[src/rtl/stm_transition_scheduler.sv]
// stm_transition_scheduler: holds one pending STM switch request and pulses UPDATE_SETTINGS when its trigger fires
module stm_transition_scheduler #(
  parameter int SYS_TIME_W = 56,
  parameter int GPIO_N = 4
) (
  input  logic                  CLK,
  input  logic                  RST,
  input  logic                  REQ_VALID,
  input  logic                  REQ_MODE,
  input  logic                  REQ_SEGMENT,
  input  logic [31:0]           REQ_REP,
  input  logic [2:0]            TRANS_MODE,
  input  logic [63:0]           TRANS_VALUE,
  input  logic [SYS_TIME_W-1:0] SYS_TIME,
  input  logic [GPIO_N-1:0]     GPIO_IN,
  input  logic                  STOP_IN,
  output logic                  UPDATE_SETTINGS,
  output logic                  MODE_OUT,
  output logic                  SEGMENT_OUT,
  output logic [31:0]           REP_OUT,
  output logic                  BUSY,
  output logic                  LATE,
  output logic                  DROPPED,
  output logic                  INVALID
);
  localparam int GW = GPIO_N > 1 ? $clog2(GPIO_N) : 1;
  typedef enum logic {IDLE, ARMED} state_t;
  state_t state;
  logic [1:0] tmode;
  logic [SYS_TIME_W-1:0] target;
  logic [GW-1:0] gidx;
  logic first;
  logic [GPIO_N-1:0] gpio_prev;
  logic req_ok, cond;
  always_comb begin
    req_ok = TRANS_MODE < 3'd4 && (TRANS_MODE != 3'd2 || TRANS_VALUE < 64'(GPIO_N));
    cond = tmode == 2'd0 ? 1'b1 :
           tmode == 2'd1 ? SYS_TIME >= target :
           tmode == 2'd2 ? GPIO_IN[gidx] & ~gpio_prev[gidx] : STOP_IN;
  end
  always_ff @(posedge CLK) begin
    if (RST) begin
      state <= IDLE;
      tmode <= '0;
      target <= '0;
      gidx <= '0;
      first <= 1'b0;
      gpio_prev <= '0;
      UPDATE_SETTINGS <= 1'b0;
      BUSY <= 1'b0;
      LATE <= 1'b0;
      DROPPED <= 1'b0;
      INVALID <= 1'b0;
      MODE_OUT <= 1'b0;
      SEGMENT_OUT <= 1'b0;
      REP_OUT <= '1;
    end else begin
      gpio_prev <= GPIO_IN;
      UPDATE_SETTINGS <= 1'b0;
      LATE <= 1'b0;
      DROPPED <= 1'b0;
      INVALID <= REQ_VALID && !req_ok;
      first <= 1'b0;
      if (REQ_VALID && req_ok) begin
        state <= ARMED;
        BUSY <= 1'b1;
        first <= 1'b1;
        DROPPED <= state == ARMED;
        tmode <= TRANS_MODE[1:0];
        target <= TRANS_VALUE[SYS_TIME_W-1:0];
        gidx <= TRANS_VALUE[GW-1:0];
        MODE_OUT <= REQ_MODE;
        SEGMENT_OUT <= REQ_SEGMENT;
        REP_OUT <= REQ_REP;
      end else if (state == ARMED && cond) begin
        state <= IDLE;
        BUSY <= 1'b0;
        UPDATE_SETTINGS <= 1'b1;
        LATE <= first && tmode == 2'd1;
      end
    end
  end
endmodule

[config.mk]
export PLATFORM = sky130hd
export DESIGN_NAME = stm_transition_scheduler
export DESIGN_NICKNAME = d
export VERILOG_FILES = /design/src/rtl/stm_transition_scheduler.sv
export SDC_FILE = /design/constraint.sdc
export NUM_CORES = 1
export LEC_CHECK = 0
export CAP_MARGIN = 40
export CORE_MARGIN = 4
export CORE_UTILIZATION = 46
export CTS_CLUSTER_SIZE = 10
export DETAILED_ROUTE_END_ITERATION = 10
export PLACE_DENSITY = 0.84
export SLEW_MARGIN = 10
export SYNTH_ARGS = -nofsm -noshare
export SYNTH_HDL_FRONTEND = slang
export SYNTH_SLANG_ARGS = --single-unit
export TNS_END_PERCENT = 1
[constraint.sdc]
create_clock -name CLK -period 4.54 [get_ports CLK]
set_input_delay 0.681 -clock CLK [delete_from_list [all_inputs] [get_ports CLK]]
set_output_delay 0.681 -clock CLK [all_outputs]
set_load 0.02 [all_outputs]
==> impl_metrics.csv <==
group,metric,value,unit
clock_tree,post-cts-setup-buffers,0,
clock_tree,clk_latency,0.36,ns
min_path,hp-class,"flip-flop to flip-flop",
worst_setup_path,cp-end-kind,"flip-flop",
floorplanning,die-area,11940,µm²
placed_design,place_inst,839,
layout,finalNonFillerCells,855,
worst_setup_path,worstPathArrival,3.72,ns
global_route,overflow,0,
sta,worstMarginPinSlew,0.6362,ns
worst_setup_path,worstPathMaxFanout,32,
layout,drive_gt1_share,3.601,%
clock_tree,cts_tree,"done",
placed_design,port_buffers,203,
yosys,ys_seq_area_share,43.27,%
yosys,synth.most_common_cell,"dfxtp_1",
global_route,grt_max_degree,61,
sta,hold_viol,0,
worst_setup_path,start_kind,"primary input",
yosys,synth_adder_area_share,14.85,%
run_status,outcome,"finished, final reports clean",
yosys,ys.flop_type,"dfxtp_1",
pwr,p_total,1.899,mW
yosys,synth_warnings,0,
sta,rsz0062_at_grt,"no",
sta,relSlewSlack,57.01,%
global_route,grt_pass1_vias,4495,
yosys,yosys.area.top_type,"dfxtp_1",
route,drt-total-wl,13990,µm
sta,period_needed,3.412,ns
yosys,synth_top_area_share,43.27,%
route,postRouteAntennaNets,0,
route,dr_total_vias,4441,
clock_tree,cts_num_sinks,102,
yosys,syn_avg_cell_area,9.093,µm²
yosys,synth_mux_area_share,0,%
worst_setup_path,r2r-end,"LATE$_SDFF_PP0_",
yosys,synth_area_leaders,"dfxtp_1 43%, ha_1 15%, o22a_1 5.9%",
yosys,synth-simple-area-share,13.60,%
floorplanning,dieWidth,109.3,µm
layout,nets,938,
flow_run,drv_cap,0,
yosys,synth_compound_area_share,20.04,%
pwr,p_leak,2.624,nW
min_path,hold_depth,2,
clock_tree,clkSlewWorstSetupHoldPaths,0.11,ns
route,drtIter0Drc,194,
worst_setup_path,reg2reg_depth,8,
sta,skew,0.01607,ns
route,drt-wirelength-per-cell,16.37,µm
floorplanning,design.core.area,9864,µm²
global_route,grt_pass1_wl,21230,µm
yosys,synth_top_family_by_area,"compound AO/OA/AOI/OAI gates",
global_route,antenna_found_initial,0,
sta,period_share,75.15,%
floorplanning,dieHeight,109.3,µm
pwr,power_density,271.3,nW/µm²
yosys,ys_types,43,
clock_tree,numCtsBuffers,9,
worst_setup_path,crit_buf_inv,2,
yosys,synth_xor_area_share,0,%
worst_setup_path,slowest_delay,0.55,ns
floorplanning,pin_count,204,
clock_tree,cts_buffer_depth,2,
worst_setup_path,crit_type,"primary input to flip-flop",
placed_design,place.gp.congestion,0.8733,
global_route,grt_usage,22.80,%
layout,final_core_util,70.95,%
sta,tns,0,ns
clock_tree,cts_hold_buf,0,
worst_setup_path,crit_chain,"clkdlybuf4s50_1 -> nor4_1 -> nand4_1 -> or4_1 -> a31o_2 -> o21bai_4 -> buf_4 -> o22a_1",
min_path,hold_path.startpoint,"target[10]$_SDFFE_PP0P_",
route,viasPerCell,5.194,
clock_tree,h-tree-depth,3,
worst_setup_path,slowest_stage,"nor4_1",
worst_setup_path,crit_required,4.84,ns
clock_tree,cts_resized,0,
yosys,syn_nets,740,
yosys,synth_edf_count,0,
yosys,syn_area,4720,µm²
worst_setup_path,reg2reg_slack,2.02,ns
pwr,irDropWorstVdd,0.1778,mV
yosys,yosys_register_bits,102,
yosys,synthCells,519,
route,drc,0,
yosys,synth_common_cells,"102 x dfxtp_1, 72 x nand2_1, 61 x inv_1",
floorplanning,initial_core_util,47.84,%
sta,maxSlewViolCount,0,
floorplanning,fp-row-count,36,
yosys,synthArstFlopShare,0,%
worst_setup_path,worstReg2RegStart,"target[54]$_SDFFE_PP0P_",
placed_design,dp_hpwl,11350,µm
clock_tree,clk_root_buffer_cell,"clkbuf_8",
sta,setup_violations,0,
worst_setup_path,critical-path-top-delay-family,"simple AND/OR/NAND/NOR gates",
sta,max_freq,293.1,MHz
route,drt_pass1_iterations,4,
layout,n_antenna_cell,0,
layout,area_growth,48.30,%
min_path,worstHoldEndpoint,"target[10]$_SDFFE_PP0P_",
-- cells by family (layout without fill, tap and decap cells) --
group | after synthesis | after routing
AO/OA/AOI/OAI | 147 | 147
AND/OR/NAND/NOR | 133 | 133
flip-flops | 102 | 102
buffers and inverters | 81 | 284
adder cells (fa/ha/maj) | 56 | 56
-- state kept, by name (all words and copies together), names as in the netlist --
name,count
target,56
REP_OUT,32
gpio_prev,4
tmode,2
DROPPED,1
INVALID,1
LATE,1
MODE_OUT,1
SEGMENT_OUT,1
UPDATE_SETTINGS,1
first,1
state,1
-- worst max path at each step --
stage,cells past startpoint,end,start
after CTS,8,REP_OUT[22]$_SDFFE_PP1P_,TRANS_VALUE[3]
after detailed placement,8,REP_OUT[22]$_SDFFE_PP1P_,TRANS_VALUE[3]
after floorplan,8,REP_OUT[0]$_SDFFE_PP1P_,TRANS_VALUE[39]
final,8,REP_OUT[22]$_SDFFE_PP1P_,TRANS_VALUE[3]
after global placement,8,REP_OUT[28]$_SDFFE_PP1P_,TRANS_VALUE[3]
after global routing,8,REP_OUT[24]$_SDFFE_PP1P_,TRANS_VALUE[3]
-- layer usage --
| layer | vias to the layer above | global-route usage [%] | routed length (µm) | share of wire (%) |
|---|---|---|---|---|
| li1 | 2232 | - | - | - |
| met1 | 2039 | 27.38 | 5629 | 40 |
| met2 | 133 | 39.56 | 7082 | 51 |
| met3 | 37 | 3.993 | 749 | 5.4 |
| met4 | 0 | 10.77 | 532 | 3.8 |
| met5 | - | 0 | 0 | 0 |
-- tightest hold or removal path, stage by stage (launching register included) --
cell	delay (ns)
dfxtp_1	0.31
inv_1	0.06
o21ai_1	0.06
-- report_power, final --
group / internal, mW / leakage, nW / switching [mW] / total, mW
Combinational: 0.230 / 1.70 / 0.170 / 0.400
Clock: 0.212 / 0.0949 / 0.337 / 0.549
Sequential: 0.935 / 0.834 / 0.0151 / 0.950
-- cell usage in the layout, fill, tap and decap left out, drive strengths merged, types with 3 or more instances in the layout --
cell type / n
clkdlybuf4s50: 203
dfxtp: 102
nand2: 72
o21ai: 66
inv: 65
ha: 56
o22a: 32
a21oi: 22
nor4: 17
nand4: 12
nor2: 9
clkbuf: 9
a21o: 6
nor2b: 5
a22o: 4
a31o: 3
nand3: 3
buf: 3
clkinv: 3
-- cell type report --
type | count | area, µm²
multi-input cells | 336 | 2296
fillers | 767 | 2865
repair buffers | 206 | 2067
flip-flops and latches | 102 | 2042
well taps | 133 | 166.4
inverters | 62 | 237.7
clock buffers | 9 | 123.9
clock inverters | 7 | 66.31
-- metrics by stage --
step / hold slack, ns / instance area (µm²) / setup WS (ns)
after floorplan: 0.4273 / 4720 / 1.858
after global placement: 0.4512 / 6809 / 0.8110
after detailed placement: 0.4489 / 6809 / 0.8113
after CTS: 0.4762 / 6999 / 1.190
after global routing: 0.4942 / 6999 / 1.039
final: 0.4722 / 6999 / 1.128
No activity file was read; power rests on OpenSTA's default activity.
